[src/rtl/numa_frame_sync.sv]
// numa_frame_sync
// Byte-level frame synchroniser that sits in front of the NUMA payload parser.
// It hunts for the two-byte sync header in the raw UART byte stream and then
// checks the length byte and the 8-bit additive checksum. The payload is
// buffered, and only a validated payload is replayed as a contiguous burst.
//
// Frame format: SYNC0 SYNC1 LEN payload[0..LEN-1] CSUM
//   CSUM = (LEN + sum(payload)) mod 256
//
// Ports:
//   clk         system clock, rising edge
//   rst         synchronous active-high reset
//   rx_data     received UART byte
//   rx_valid    one-cycle strobe qualifying rx_data
//   data_out    validated payload byte; holds its value while data_valid is low
//   data_valid  data_out strobe, PAYLOAD_LEN consecutive cycles per good frame
//   frame_ok    pulse coincident with the last data_valid of a frame
//   frame_err   pulse one cycle after a rejected length, checksum or timeout
//   busy        high whenever the synchroniser is not in HUNT0
//   good_count  saturating count of delivered frames
//   err_count   saturating count of rejected frames
module numa_frame_sync #(
    parameter int unsigned PAYLOAD_LEN    = 12,
    parameter logic [7:0]  SYNC0          = 8'hB5,
    parameter logic [7:0]  SYNC1          = 8'h62,
    parameter int unsigned TIMEOUT_CYCLES = 100000,
    parameter int unsigned CNT_W          = 16
) (
    input  logic             clk,
    input  logic             rst,
    input  logic [7:0]       rx_data,
    input  logic             rx_valid,
    output logic [7:0]       data_out,
    output logic             data_valid,
    output logic             frame_ok,
    output logic             frame_err,
    output logic             busy,
    output logic [CNT_W-1:0] good_count,
    output logic [CNT_W-1:0] err_count
);

    localparam int unsigned      IDX_W    = (PAYLOAD_LEN > 1) ? $clog2(PAYLOAD_LEN) : 1;
    localparam int unsigned      TO_W     = $clog2(TIMEOUT_CYCLES + 1);
    localparam logic [IDX_W-1:0] LAST_IDX = IDX_W'(PAYLOAD_LEN - 1);
    localparam logic [TO_W-1:0]  TO_LAST  = TO_W'(TIMEOUT_CYCLES - 1);
    localparam logic [7:0]       LEN_BYTE = 8'(PAYLOAD_LEN);

    localparam logic [2:0] ST_HUNT0   = 3'd0;
    localparam logic [2:0] ST_HUNT1   = 3'd1;
    localparam logic [2:0] ST_LEN     = 3'd2;
    localparam logic [2:0] ST_PAYLOAD = 3'd3;
    localparam logic [2:0] ST_CSUM    = 3'd4;
    localparam logic [2:0] ST_REPLAY  = 3'd5;

    logic [2:0]       r_state;
    logic [IDX_W-1:0] r_wr_idx;
    logic [IDX_W-1:0] r_rd_idx;
    logic [7:0]       r_csum;
    logic [TO_W-1:0]  r_to;
    logic [7:0]       r_buf [PAYLOAD_LEN];
    logic [7:0]       r_data_out;
    logic             r_data_valid;
    logic             r_frame_ok;
    logic             r_frame_err;
    logic [CNT_W-1:0] r_good_count;
    logic [CNT_W-1:0] r_err_count;

    logic w_timed;
    logic w_timeout;
    logic w_len_ok;
    logic w_csum_ok;
    logic w_err_evt;
    logic w_ok_evt;

    always_comb begin
        w_timed   = (r_state == ST_LEN) || (r_state == ST_PAYLOAD) || (r_state == ST_CSUM);
        // The timer counts idle cycles; the TIMEOUT_CYCLES-th idle cycle aborts.
        w_timeout = w_timed && !rx_valid && (r_to == TO_LAST);
        w_len_ok  = (rx_data == LEN_BYTE);
        w_csum_ok = (rx_data == r_csum);
        w_err_evt = w_timeout
                  || ((r_state == ST_LEN)  && rx_valid && !w_len_ok)
                  || ((r_state == ST_CSUM) && rx_valid && !w_csum_ok);
        // A one-byte payload finishes its replay in the cycle right after CSUM.
        w_ok_evt  = ((r_state == ST_CSUM) && rx_valid && w_csum_ok && (PAYLOAD_LEN == 1))
                  || ((r_state == ST_REPLAY) && (r_rd_idx == LAST_IDX));
    end

    // Payload storage needs no reset: it is only read after a full frame is written.
    always_ff @(posedge clk) begin
        if ((r_state == ST_PAYLOAD) && rx_valid) begin
            r_buf[r_wr_idx] <= rx_data;
        end
    end

    always_ff @(posedge clk) begin
        if (rst) begin
            r_state      <= ST_HUNT0;
            r_wr_idx     <= '0;
            r_rd_idx     <= '0;
            r_csum       <= '0;
            r_to         <= '0;
            r_data_out   <= '0;
            r_data_valid <= 1'b0;
            r_frame_ok   <= 1'b0;
            r_frame_err  <= 1'b0;
            r_good_count <= '0;
            r_err_count  <= '0;
        end else begin
            r_data_valid <= 1'b0;
            r_frame_ok   <= w_ok_evt;
            r_frame_err  <= w_err_evt;

            if (w_ok_evt && (r_good_count != {CNT_W{1'b1}})) begin
                r_good_count <= r_good_count + 1'b1;
            end
            if (w_err_evt && (r_err_count != {CNT_W{1'b1}})) begin
                r_err_count <= r_err_count + 1'b1;
            end

            if (rx_valid || !w_timed || w_timeout) begin
                r_to <= '0;
            end else begin
                r_to <= r_to + 1'b1;
            end

            case (r_state)
                ST_HUNT0: begin
                    if (rx_valid && (rx_data == SYNC0)) begin
                        r_state <= ST_HUNT1;
                    end
                end
                ST_HUNT1: begin
                    if (rx_valid) begin
                        if (rx_data == SYNC1) begin
                            r_state <= ST_LEN;
                        end else if (rx_data != SYNC0) begin
                            r_state <= ST_HUNT0;
                        end
                    end
                end
                ST_LEN: begin
                    if (w_timeout) begin
                        r_state <= ST_HUNT0;
                    end else if (rx_valid) begin
                        if (w_len_ok) begin
                            r_csum   <= rx_data;
                            r_wr_idx <= '0;
                            r_state  <= ST_PAYLOAD;
                        end else begin
                            r_state <= ST_HUNT0;
                        end
                    end
                end
                ST_PAYLOAD: begin
                    if (w_timeout) begin
                        r_state <= ST_HUNT0;
                    end else if (rx_valid) begin
                        r_csum <= r_csum + rx_data;
                        if (r_wr_idx == LAST_IDX) begin
                            r_state <= ST_CSUM;
                        end else begin
                            r_wr_idx <= r_wr_idx + 1'b1;
                        end
                    end
                end
                ST_CSUM: begin
                    if (w_timeout) begin
                        r_state <= ST_HUNT0;
                    end else if (rx_valid) begin
                        if (w_csum_ok) begin
                            r_data_out   <= r_buf[0];
                            r_data_valid <= 1'b1;
                            r_rd_idx     <= IDX_W'(1);
                            r_state      <= (PAYLOAD_LEN == 1) ? ST_HUNT0 : ST_REPLAY;
                        end else begin
                            r_state <= ST_HUNT0;
                        end
                    end
                end
                ST_REPLAY: begin
                    // rx bytes are ignored here; the last byte is issued while
                    // returning to HUNT0 so the burst stays contiguous.
                    r_data_out   <= r_buf[r_rd_idx];
                    r_data_valid <= 1'b1;
                    r_rd_idx     <= r_rd_idx + 1'b1;
                    if (r_rd_idx == LAST_IDX) begin
                        r_state <= ST_HUNT0;
                    end
                end
                default: r_state <= ST_HUNT0;
            endcase
        end
    end

    assign data_out   = r_data_out;
    assign data_valid = r_data_valid;
    assign frame_ok   = r_frame_ok;
    assign frame_err  = r_frame_err;
    assign busy       = (r_state != ST_HUNT0);
    assign good_count = r_good_count;
    assign err_count  = r_err_count;

endmodule

[config.mk]
export PLATFORM = sky130hd
export DESIGN_NAME = numa_frame_sync
export DESIGN_NICKNAME = d
export VERILOG_FILES = /design/src/rtl/numa_frame_sync.sv
export SDC_FILE = /design/constraint.sdc
export NUM_CORES = 1
export LEC_CHECK = 0
export ABC_AREA = 1
export CAP_MARGIN = 20
export CORE_UTILIZATION = 25
export CTS_CLUSTER_DIAMETER = 50
export CTS_CLUSTER_SIZE = 25
export DETAILED_ROUTE_END_ITERATION = 6
export GPL_ROUTABILITY_DRIVEN = 0
export GPL_TIMING_DRIVEN = 0
export SYNTH_ARGS = -nofsm -noshare
export SYNTH_HDL_FRONTEND = slang
export SYNTH_SLANG_ARGS = --single-unit
[constraint.sdc]
create_clock -name clk -period 2.1 [get_ports clk]
set_input_delay 0.63 -clock clk [delete_from_list [all_inputs] [get_ports clk]]
set_output_delay 0.63 -clock clk [all_outputs]
set_load 0.02 [all_outputs]
### Yosys cells after proc, flatten, opt, wreduce, memory -nomap -nowiden

Memory sizes are Yosys's and may differ from the RTL's. A register that Yosys moved wholly into a read port is not among the register bits.
Index checks and enable logic that the tools add are counted.

| storage, ports and cells | value |
|---|---|
| memory bits (writable) | 96 |
| output and inout port bits | 44 |
| bits in registers | 79 |
| memories kept | 1 |
| logic and storage cells | 124 |
| input port bits | 11 |

| cells by class | value |
|---|---|
| reductions and logical operators | 30 |
| muxes and demuxes | 44 |
| equality and inequality tests | 32 |
| add/sub/neg operators | 6 |

Memory list:

| name | words | bits a word | rd ports | clocked after memory_dff | write ports | line | source |
|---|---|---|---|---|---|---|---|
| r_buf | 12 | 8 | 2 | 1 | 1 | 60 | `logic [7:0] r_buf [PAYLOAD_LEN];` |

Operator list:

| kind | count |
|---|---|
| $mux W8 | 8 |
| $mux W4 | 11 |
| $mux W3 | 13 |
| $add A16 B1 Y16 const B | 2 |
| $ne A16 B16 Y1 const B | 2 |
| $pmux W8 S2 | 2 |
| $ne A2 B2 Y1 const B | 11 |
| $pmux W3 S6 | 1 |
| $add A17 B1 Y17 const B | 1 |
| $eq A17 B17 Y1 const B | 1 |
| $pmux W4 S2 | 2 |
| $ne A3 B3 Y1 const B | 4 |
| $logic_and A1 B1 Y1 | 11 |
| $add A4 B1 Y4 const B | 2 |
| $add A8 B8 Y8 | 1 |
| $eq A4 B4 Y1 const B | 2 |
| $eq A8 B4 Y1 const B | 1 |
| $eq A8 B7 Y1 const B | 1 |
| $eq A8 B8 Y1 | 1 |
| $eq A8 B8 Y1 const B | 1 |
| $ne A8 B8 Y1 const B | 1 |
| $reduce_and A8 Y1 | 1 |
| $reduce_and A7 Y1 | 1 |
| $eq A3 B2 Y1 const B | 2 |
| other kinds (15) | 29 |

### Logic depth before layout (Yosys ltp)

Gate-level depths: netlist of run 1.

| logic depth | value |
|---|---|
| depth after elaboration | 9 |
| mapped depth | 12 |
| mapped depth without buffers | 12 |

### Worst setup path before layout of run 1

Ideal clock, no wire load.

| path | value |
|---|---|
| path type | input-to-reg |
| from | input rx_data[5] |
| to | register (tool-made name) |
| buffers on the path | 1 |
| arrival time | 1.984 ns |
| required time | 1.982 ns |
| cell stages on the path | 12 |
| path slack | -0.002 ns |
| library setup time | 0.118 ns |
| path through | ha_1 -> inv_1 -> nand2_1 -> nor2_1 -> nand3_1 -> nor2_1 -> nand2_1 -> nand2_1 -> buf_2 -> nand3_1 -> nand2_1 -> nor2_1 |

RTL lines:

| element | line | source |
|---|---|---|
| from (decl) | 31 | `input logic [7:0] rx_data,` |

### Worst setup path after layout of run 1

| path | value |
|---|---|
| from | register r_data_out[4] (netlist: data_out[4]) |
| to | output data_out[4] |

RTL lines:

| element | line | source |
|---|---|---|
| from (decl) | 61 | `logic [7:0] r_data_out;` |
| from (signal assigned) | 172 | `r_data_out <= r_buf[0];` |
| from (signal assigned) | 184 | `r_data_out <= r_buf[r_rd_idx];` |
| to (decl) | 33 | `output logic [7:0] data_out,` |

No word-level cell between the ends.

==> flow_summary.json, run 1 <==
{
  "hold_buffers": 0,
  "grt_pass1_wl_um": 35500,
  "cp_max_fo": 2,
  "ctsRootBufferMaster": "clkbuf_16",
  "crit_type": "reg2out",
  "drv_slew": 0,
  "fmax_mhz": 486,
  "nets": 1117,
  "vias": 7007,
  "whs_ns": 0.463,
  "timing.critical_path.buf_inv": 1,
  "cts_buffer_depth": 2,
  "drt_iter0_markers": 507,
  "cp_data_required_time_ns": 1.47,
  "status": "finished, final reports clean",
  "slowest_stage": "clkdlybuf4s50_1",
  "antenna_found_initial": 1,
  "fp.dieW_um": 186,
  "ys_async_sr_fraction_pct": 0,
  "worstMarginPinSlew_ns": 0.753,
  "ir_drop_uv": 485,
  "switchingPower_mw": 1.63,
  "pwr_density_cell_mw_per_mm2": 670,
  "hpwlAfterDp_um": 15600,
  "clkPwrFrac_pct": 44.8,
  "crit_chain": "clkdlybuf4s50_1",
  "core-area_mm2": 0.0334,
  "fin_crit_sh_pct": 98.0,
  "internal-power_mw": 5.29,
  "ys.flop_type": "edfxtp_1",
  "grt_usage_pct": 13.3,
  "die_height_um": 186,
  "fillCellCount": 3477,
  "initial_utilization_pct": 25.4,
  "htree_levels": 4,
  "synth_area_mm2": 0.00848,
  "clkSinkCount": 179,
  "drive_above_1_share_pct": 8.70,
  "first_pass_iters": 5,
  "setup_viol": 0,
  "n_antenna_cell": 0,
  "synth.yosys.warnings": 0,
  "rsz0062_at_grt": "false",
  "p_leak_nw": 3.92,
  "ant_nets": 0,
  "grt_max_degree": 19,
  "slew_headroom_pct": 49.6,
  "vias_per_cell": 4.52,
  "routed_wl_um": 21900,
  "ioPinCount": 55,
  "fin_crit_ns": 2.06,
  "drc_errors": 0,
  "synth.net_count": 1036,
  "max_stage_delay_ns": 0.65,
  "utilization_pct": 30.9,
  "cts_tree": "yes",
  "p_seq_share_pct": 53.1,
  "die_area_mm2": 0.0347,
  "placement_rows": 67,
  "path_delay_family": "buffers and inverters",
  "synth_edf_count": 96,
  "synth.avg_cell_area_um2": 8.41,
  "ys_ff_latch": 179,
  "hold_viol_final": 0,
  "final.setup_skew_ns": 0.0135,
  "syn_inst": 1009,
  "min_path_type": "reg2reg",
  "end_kind": "primary output",
  "crit_path_start_kind": "flip-flop",
  "cp.arrival_ns": 1.43,
  "grt_pass1_vias": 6794,
  "overflow": 0,
  "synth.distinct_cells": 38,
  "maxCapViolCount": 0,
  "power_frac_comb_pct": 2.1,
  "area_growth_syn_to_layout_pct": 21.8,
  "detail_route.wl_per_cell_um": 14.1,
  "cts_buffers": 17,
  "path_clk_slew_ns": 0.07,
  "clk_latency_ns": 0.43,
  "p_sw_share_pct": 23.6,
  "seq_area_frac_synth_pct": 53.6,
  "io_buffers": 52
}
==> cell usage after synthesis, drive strengths merged (2+ instances only) <==
| master | count | area share [%] |
|---|---|---|
| inv | 100 | 4.4 |
| o22ai | 9 | 0.66 |
| nor2 | 132 | 5.8 |
| xor2 | 16 | 1.7 |
| o21bai | 4 | 0.35 |
| clkbuf | 25 | 1.1 |
| clkinv | 2 | 0.089 |
| o211ai | 15 | 1.3 |
| xnor2 | 7 | 0.72 |
| a31oi | 3 | 0.22 |
| dfxtp | 83 | 20 |
| a211oi | 2 | 0.18 |
| nor3b | 5 | 0.44 |
| nand3 | 89 | 5.3 |
| buf | 9 | 0.60 |
| ha | 15 | 2.2 |
| nand2 | 218 | 9.8 |
| o21ai | 65 | 3.8 |
| nor3 | 27 | 1.8 |
| nand3b | 3 | 0.27 |
| edfxtp | 96 | 34 |
| or2 | 2 | 0.15 |
| o21a | 2 | 0.18 |
| nand4 | 14 | 1.0 |
| a21oi | 62 | 3.7 |
==> kinds of logic (layout without fill, tap and decap cells) <==
kind of cell / after synthesis / in the layout / synth area share [%]
AOI/OAI and AO/OA: 162 / 162 / 10.4
adders and majority gates: 16 / 16 / 2.45
DFF: 179 / 179 / 53.6
and+or+nand+nor: 493 / 493 / 25.0
xor gates and xnor gates: 23 / 23 / 2.37
buffers and inverters: 136 / 230 / 6.23
==> flip-flops by register name, summed over array words and instances, names as in the netlist, named ones only <==
| signal | cells |
|---|---|
| data_out | 8 |
| data_valid | 1 |
| err_count | 16 |
| frame_err | 1 |
| frame_ok | 1 |
| good_count | 16 |
| r_buf | 96 |
| r_csum | 8 |
| r_rd_idx | 4 |
| r_state | 3 |
| r_to | 17 |
| r_wr_idx | 4 |
==> what timing repair did <==
action | 4_1_cts | 5_1_grt
setup buffers | 1 | 7
pin swaps | 1 | 3
gates resized for setup | 91 | 34
gates cloned | 0 | 0
setup endpoints to repair | 147 | 99
==> cell usage in the layout (no fill, tap or decap), types with 4 or more instances in the layout <==
master and count:
buf_2 7, clkdlybuf4s50_1 9, clkbuf_1 22, xor2_1 16, clkinv_4 5, xnor2_1 6, dfxtp_1 81, ha_1 11
nor3_1 19, buf_4 15, nor2_1 124, nor3_2 7, inv_1 98, dlygate4sd2_1 28, o21ai_0 65, nand4_1 14
o211ai_1 15, nand3_1 87, inv_6 4, nor2_4 6, dlymetal6s2s_1 6, nor3b_1 5, o21bai_1 4, clkbuf_16 17
nand2_1 212, edfxtp_1 96, a21oi_1 61, o22ai_1 9
==> stage by stage <==
step                power (mW)  cells  area, um2  setup slack [ns]  setup TNS [ns]
floorplan                 3.82   1009       8480            0.0358               0
global placement          3.90   1509       9570             -1.50         -102.44
detailed placement        3.90   1512       9580             -1.48          -97.65
CTS                       6.98   1544      10200            -0.182          -0.546
global route              7.14   1551      10300          0.000418               0
finish                    6.92   1551      10300            0.0427               0
==> worst register-to-register path, cell delays in order, from the launching register on <==
cell      delay, ns
dfxtp_1        0.44
inv_1          0.12
nand2_1        0.12
inv_1          0.08
nand2_1        0.20
clkinv_1       0.35
nand2_1        0.16
nand2_1        0.08
nand2_1        0.12
nand2_1        0.06
a21oi_1        0.12
==> power groups by stage <==
stage / Sequential (mW) / Combinational, mW / Clock [mW]
3_3_place_gp: 3.76 / 0.143 / 0
2_1_floorplan: 3.76 / 0.0601 / 0
5_1_grt: 3.68 / 0.164 / 3.30
6_report: 3.68 / 0.147 / 3.10
3_5_place_dp: 3.76 / 0.145 / 0
4_1_cts: 3.68 / 0.143 / 3.16
==> metal layers <==
metal  share of wire, %  up-vias  GRT usage (%)
met5              0.050        -              0
met4                1.6        2           4.00
met3                5.6       29           3.35
met2                 48      147           22.5
met1                 45     3275           16.6
li1                   -     3554              -
==> worst paths after layout <==
check	start	cells past startpoint	slack, ns	endpoint
worst min register to register	r_to[0]	1	0.46	r_to[0]
worst max register to register	r_state[2]	10	0.18	r_wr_idx[2]
worst max-delay path	data_out[4]	1	0.04	data_out[4]
worst min-delay path	r_to[0]	1	0.46	r_to[0]
==> area by class of cell <==
class	instances	area [um2]	area share [%]
Clock buffer	18	429	4.15
Clock inverter	14	141	1.37
Inverter	102	383	3.71
Timing Repair Buffer	63	551	5.33
Multi-Input combinational cell	694	3570	34.6
Tap cell	448	561	5.43
Sequential cell	179	4550	44.0
Buffer	33	150	1.45
Power figures use the tool's default switching activity.
==> run 2, diff against run 1 <==
SETUP_SLACK_MARGIN = 0.1   (was not set)
==> flow_summary.json, run 2 (synthesis results as in run 1) <==
{
  "status": "finished, final reports clean",
  "ioPinCount": 55,
  "p_total_mw": 7.17,
  "fillCellCount": 3462,
  "hpwlAfterDp_um": 15900,
  "reg2reg_slack_ns": 0.21,
  "drt_iter0_markers": 492,
  "end_kind": "primary output",
  "ir_drop_uv": 492,
  "cts_tree": "yes",
  "grt_max_degree": 21,
  "rsz0062_at_grt": "false",
  "overflow": 0,
  "vias": 7152,
  "max_stage_delay_ns": 0.30,
  "design_area_mm2": 0.0105,
  "drive_above_1_share_pct": 11.6,
  "place_inst": 1511,
  "fin_crit_ns": 1.98,
  "clk_latency_ns": 0.45,
  "crit_cells": 4,
  "worstMarginPinSlew_ns": 0.871,
  "maxCapViolCount": 0,
  "pre_cts_ws_ns": -1.50,
  "detail_route.wl_per_cell_um": 14.5,
  "crit_type": "reg2out",
  "cp.arrival_ns": 1.35,
  "r2r-end": "r_buf[5][0]",
  "placement_rows": 67,
  "io_buffers": 52,
  "grt_usage_pct": 13.4,
  "ctsRootBufferMaster": "clkbuf_16",
  "whs_ns": 0.465,
  "cts_buffers": 17,
  "final_cell_mix": "nand2_1 (212), nor2_1 (123), inv_1 (96), edfxtp_1 (96), nand3_1 (86)",
  "drv_slew": 0,
  "antenna_found_initial": 1,
  "largest_reg_flops": 96,
  "first_pass_iters": 5,
  "largest-register": "r_buf",
  "core-area_mm2": 0.0334,
  "fin_crit_sh_pct": 94.1,
  "initial_utilization_pct": 25.4,
  "htree_levels": 4,
  "path_clk_slew_ns": 0.07,
  "reg2reg_from": "r_state[2]",
  "critPathCapture": "busy",
  "cts_buffer_depth": 2,
  "crit_chain": "buf_4, nor3_4, inv_2, buf_6",
  "drc_errors": 0,
  "fp.dieW_um": 186,
  "cp_data_required_time_ns": 1.47,
  "cp_max_fo": 8,
  "min_path_type": "reg2reg",
  "critPathLaunch": "r_state[0]",
  "crit_path_start_kind": "flip-flop",
  "grt_pass1_vias": 6773,
  "area_growth_syn_to_layout_pct": 24.3,
  "timing.critical_path.buf_inv": 3,
  "finalWorstSetupSlack_ns": 0.124,
  "slew_headroom_pct": 41.6,
  "final.setup_skew_ns": 0.0136,
  "routed_wl_um": 22600,
  "layout_commonest_cell": "nand2_1",
  "p_leak_nw": 4.02,
  "largestRegisters": "r_buf x96, r_to x17",
  "fmax_mhz": 506,
  "nets": 1129,
  "ant_nets": 0,
  "vias_per_cell": 4.58,
  "setup_viol": 0,
  "final_cells": 1563,
  "place_area_mm2": 0.00962,
  "reg2reg_depth": 5,
  "hold_viol_final": 0,
  "pwr_density_cell_mw_per_mm2": 680,
  "slowest_stage": "dfxtp_1",
  "die_area_mm2": 0.0347,
  "clkSinkCount": 179,
  "die_height_um": 186,
  "grt_pass1_wl_um": 35700,
  "path_delay_family": "buffers and inverters",
  "n_antenna_cell": 0
}
-- run 2: stage by stage --
| step | TNS [ns] | util [%] |
|---|---|---|
| global placement | -103.31 | 28.7 |
| finish | 0 | 31.5 |
| floorplan | 0 | - |
| CTS | -4.53 | 30.7 |
| detailed placement | -100.06 | 28.8 |
| global route | 0 | 31.5 |
-- run 2: worst min-delay path by stage --
stage | from | slack (ns) | depth (start not counted) | endpoint
detailed placement | r_to[0] | 0.45 | 1 | r_to[0]
global placement | r_to[0] | 0.44 | 1 | r_to[0]
floorplan | r_to[0] | 0.43 | 1 | r_to[0]
finish | r_to[0] | 0.46 | 1 | r_to[0]
global route | rx_data[5] | 0.48 | 1 | r_buf[6][5]
CTS | r_to[0] | 0.47 | 1 | r_to[0]
-- run 2: power breakdown --
part           switching (mW)  total [mW]  internal, mW
combinational           0.113       0.157        0.0448
sequential          0.0000241        3.68          3.68
clock                    1.60        3.33          1.73
-- run 2: cell type report --
| cell class | count | area (um2) | area share (%) |
|---|---|---|---|
| Buffer | 33 | 166 | 1.58 |
| Clock buffer | 17 | 425 | 4.03 |
| Clock inverter | 15 | 195 | 1.85 |
| Inverter | 102 | 387 | 3.67 |
| Multi-Input combinational cell | 694 | 3620 | 34.3 |
| Sequential cell | 179 | 4550 | 43.1 |
| Tap cell | 448 | 561 | 5.31 |
| Timing Repair Buffer | 75 | 642 | 6.09 |
-- run 2: timing repair --
action                     4_1_cts  5_1_grt
setup endpoints to repair      164      145
hold buffers                     0        0
pin swaps                        5        6
gates cloned                     0        0
resized for setup              108       62
setup buffers                    2       17
-- run 2: layer usage --
layer	routed length (um)	global-route usage, %
met3	1240	3.15
met1	9970	16.7
met2	11000	22.7
met5	8	0
met4	411	4.95
==> run 3, diff against run 2 <==
CORE_ASPECT_RATIO = 0.6   (was not set)
CTS_BUF_LIST = sky130_fd_sc_hd__clkbuf_4   (was not set)
TNS_END_PERCENT = 30   (was not set)
==> flow_summary.json, run 3 (synthesis results as in run 1) <==
{
  "setup_viol": 0,
  "cts_buffers": 17,
  "rsz0062_at_grt": "true",
  "min-delay-start": "rx_data[2]",
  "hold_end": "r_buf[1][2]",
  "reg2reg_slack_ns": 0.21,
  "detail_route.wl_per_cell_um": 15.6,
  "crit_path_start_kind": "flip-flop",
  "maxCapViolCount": 0,
  "first_pass_iters": 5,
  "clk_latency_ns": 0.59,
  "slowest_stage": "dfxtp_1",
  "hold_depth": 1,
  "drt_iter0_markers": 728,
  "cts_tree": "yes",
  "crit_type": "reg2out",
  "slew_headroom_pct": 39.1,
  "largestRegisters": "r_buf x96, r_to x17",
  "cp_data_required_time_ns": 1.47,
  "hold_viol_final": 0,
  "drv_slew": 0,
  "largest-register": "r_buf",
  "cp.arrival_ns": 1.40,
  "min_path_type": "in2reg",
  "pwr_density_cell_mw_per_mm2": 571,
  "die_height_um": 145,
  "timing.critical_path.buf_inv": 3,
  "fp.dieW_um": 240,
  "r2r-end": "data_out[0]",
  "fmax_mhz": 494,
  "initial_utilization_pct": 25.8,
  "whs_ns": 0.415,
  "hold_buffers": 0,
  "hpwlAfterDp_um": 17900,
  "routed_wl_um": 24300,
  "die_area_mm2": 0.0347,
  "drc_errors": 0,
  "final_cell_mix": "nand2_1 (212), nor2_1 (122), inv_1 (97), edfxtp_1 (96), nand3_1 (84)",
  "overflow": 0,
  "htree_levels": 4,
  "ir_drop_uv": 347,
  "grt_max_degree": 19,
  "antenna_found_initial": 0,
  "layout_commonest_cell": "nand2_1",
  "crit_chain": "buf_2, nor3_4, inv_2, buf_6",
  "drive_above_1_share_pct": 16.7,
  "fin_crit_sh_pct": 96.5,
  "tns_ns": 0,
  "vias": 7259,
  "status": "finished, final reports clean",
  "io_buffers": 52,
  "clkSinkCount": 179,
  "worstMarginPinSlew_ns": 0.909,
  "ant_nets": 0,
  "final.setup_skew_ns": 0.0282,
  "cp_max_fo": 8,
  "grt_pass1_wl_um": 37400,
  "grt_pass1_vias": 6561,
  "p_leak_nw": 3.70,
  "fin_crit_ns": 2.03,
  "path_clk_slew_ns": 0.16,
  "nets": 1120,
  "ioPinCount": 55,
  "core-area_mm2": 0.0329,
  "ctsRootBufferMaster": "clkbuf_4",
  "max_stage_delay_ns": 0.32,
  "placement_rows": 51,
  "grt_usage_pct": 14.3,
  "path_delay_family": "buffers and inverters",
  "cts_buffer_depth": 2,
  "reg2reg_depth": 8,
  "end_kind": "primary output",
  "largest_reg_flops": 96,
  "area_growth_syn_to_layout_pct": 19.5,
  "vias_per_cell": 4.67,
  "n_antenna_cell": 0
}
-- run 3: metal layers --
metal	vias up	share of wire [%]	track usage, %
met5	-	0	0
met4	0	0.96	2.33
met3	15	6.9	3.66
met2	199	39	19.0
met1	3489	54	22.7
li1	3556	-	-
-- run 3: worst max path at each step --
stage	slack [ns]	cells past startpoint	from	end
finish	0.07	4	r_state[0]	busy
global placement	-1.56	11	rx_data[6]	data_out[4]
detailed placement	-1.61	11	rx_data[6]	data_out[4]
floorplan	0.05	3	rx_valid	r_buf[1][0]
CTS	-0.06	5	r_state[0]	r_buf[0][0]
global route	-0.02	4	r_state[0]	busy
-- run 3: final cells by class --
cell class,count,area [um2]
Sequential cell,179,4580
Buffer,34,178
Clock buffer,18,135
Inverter,102,387
Timing Repair Buffer,65,520
Multi-Input combinational cell,694,3640
Clock inverter,14,138
Fill cell,3442,22800
Tap cell,450,563
-- run 3: per-stage QoR --
step | instance area (um2) | instances | util, % | setup WS [ns] | total power [mW]
2_1_floorplan | 8530 | 1009 | - | 0.0473 | 3.82
3_3_place_gp | 9610 | 1511 | 29.2 | -1.56 | 3.91
3_5_place_dp | 9630 | 1513 | 29.3 | -1.61 | 3.92
4_1_cts | 10000 | 1549 | 30.4 | -0.0562 | 5.83
5_1_grt | 10100 | 1556 | 30.8 | -0.0162 | 5.99
6_report | 10100 | 1556 | 30.8 | 0.0742 | 5.79
-- run 3: timing repair --
action                                  CTS  global route
setup buffers                             4             7
endpoints found under the hold margin     0             0
endpoints found under the setup margin  189           182
resized for setup                       188            86
pin swaps                                 4             5
-- run 3: power by group --
group          internal, mW  switching [mW]
Combinational        0.0366           0.123
Clock                 0.717            1.24
Sequential             3.68       0.0000175
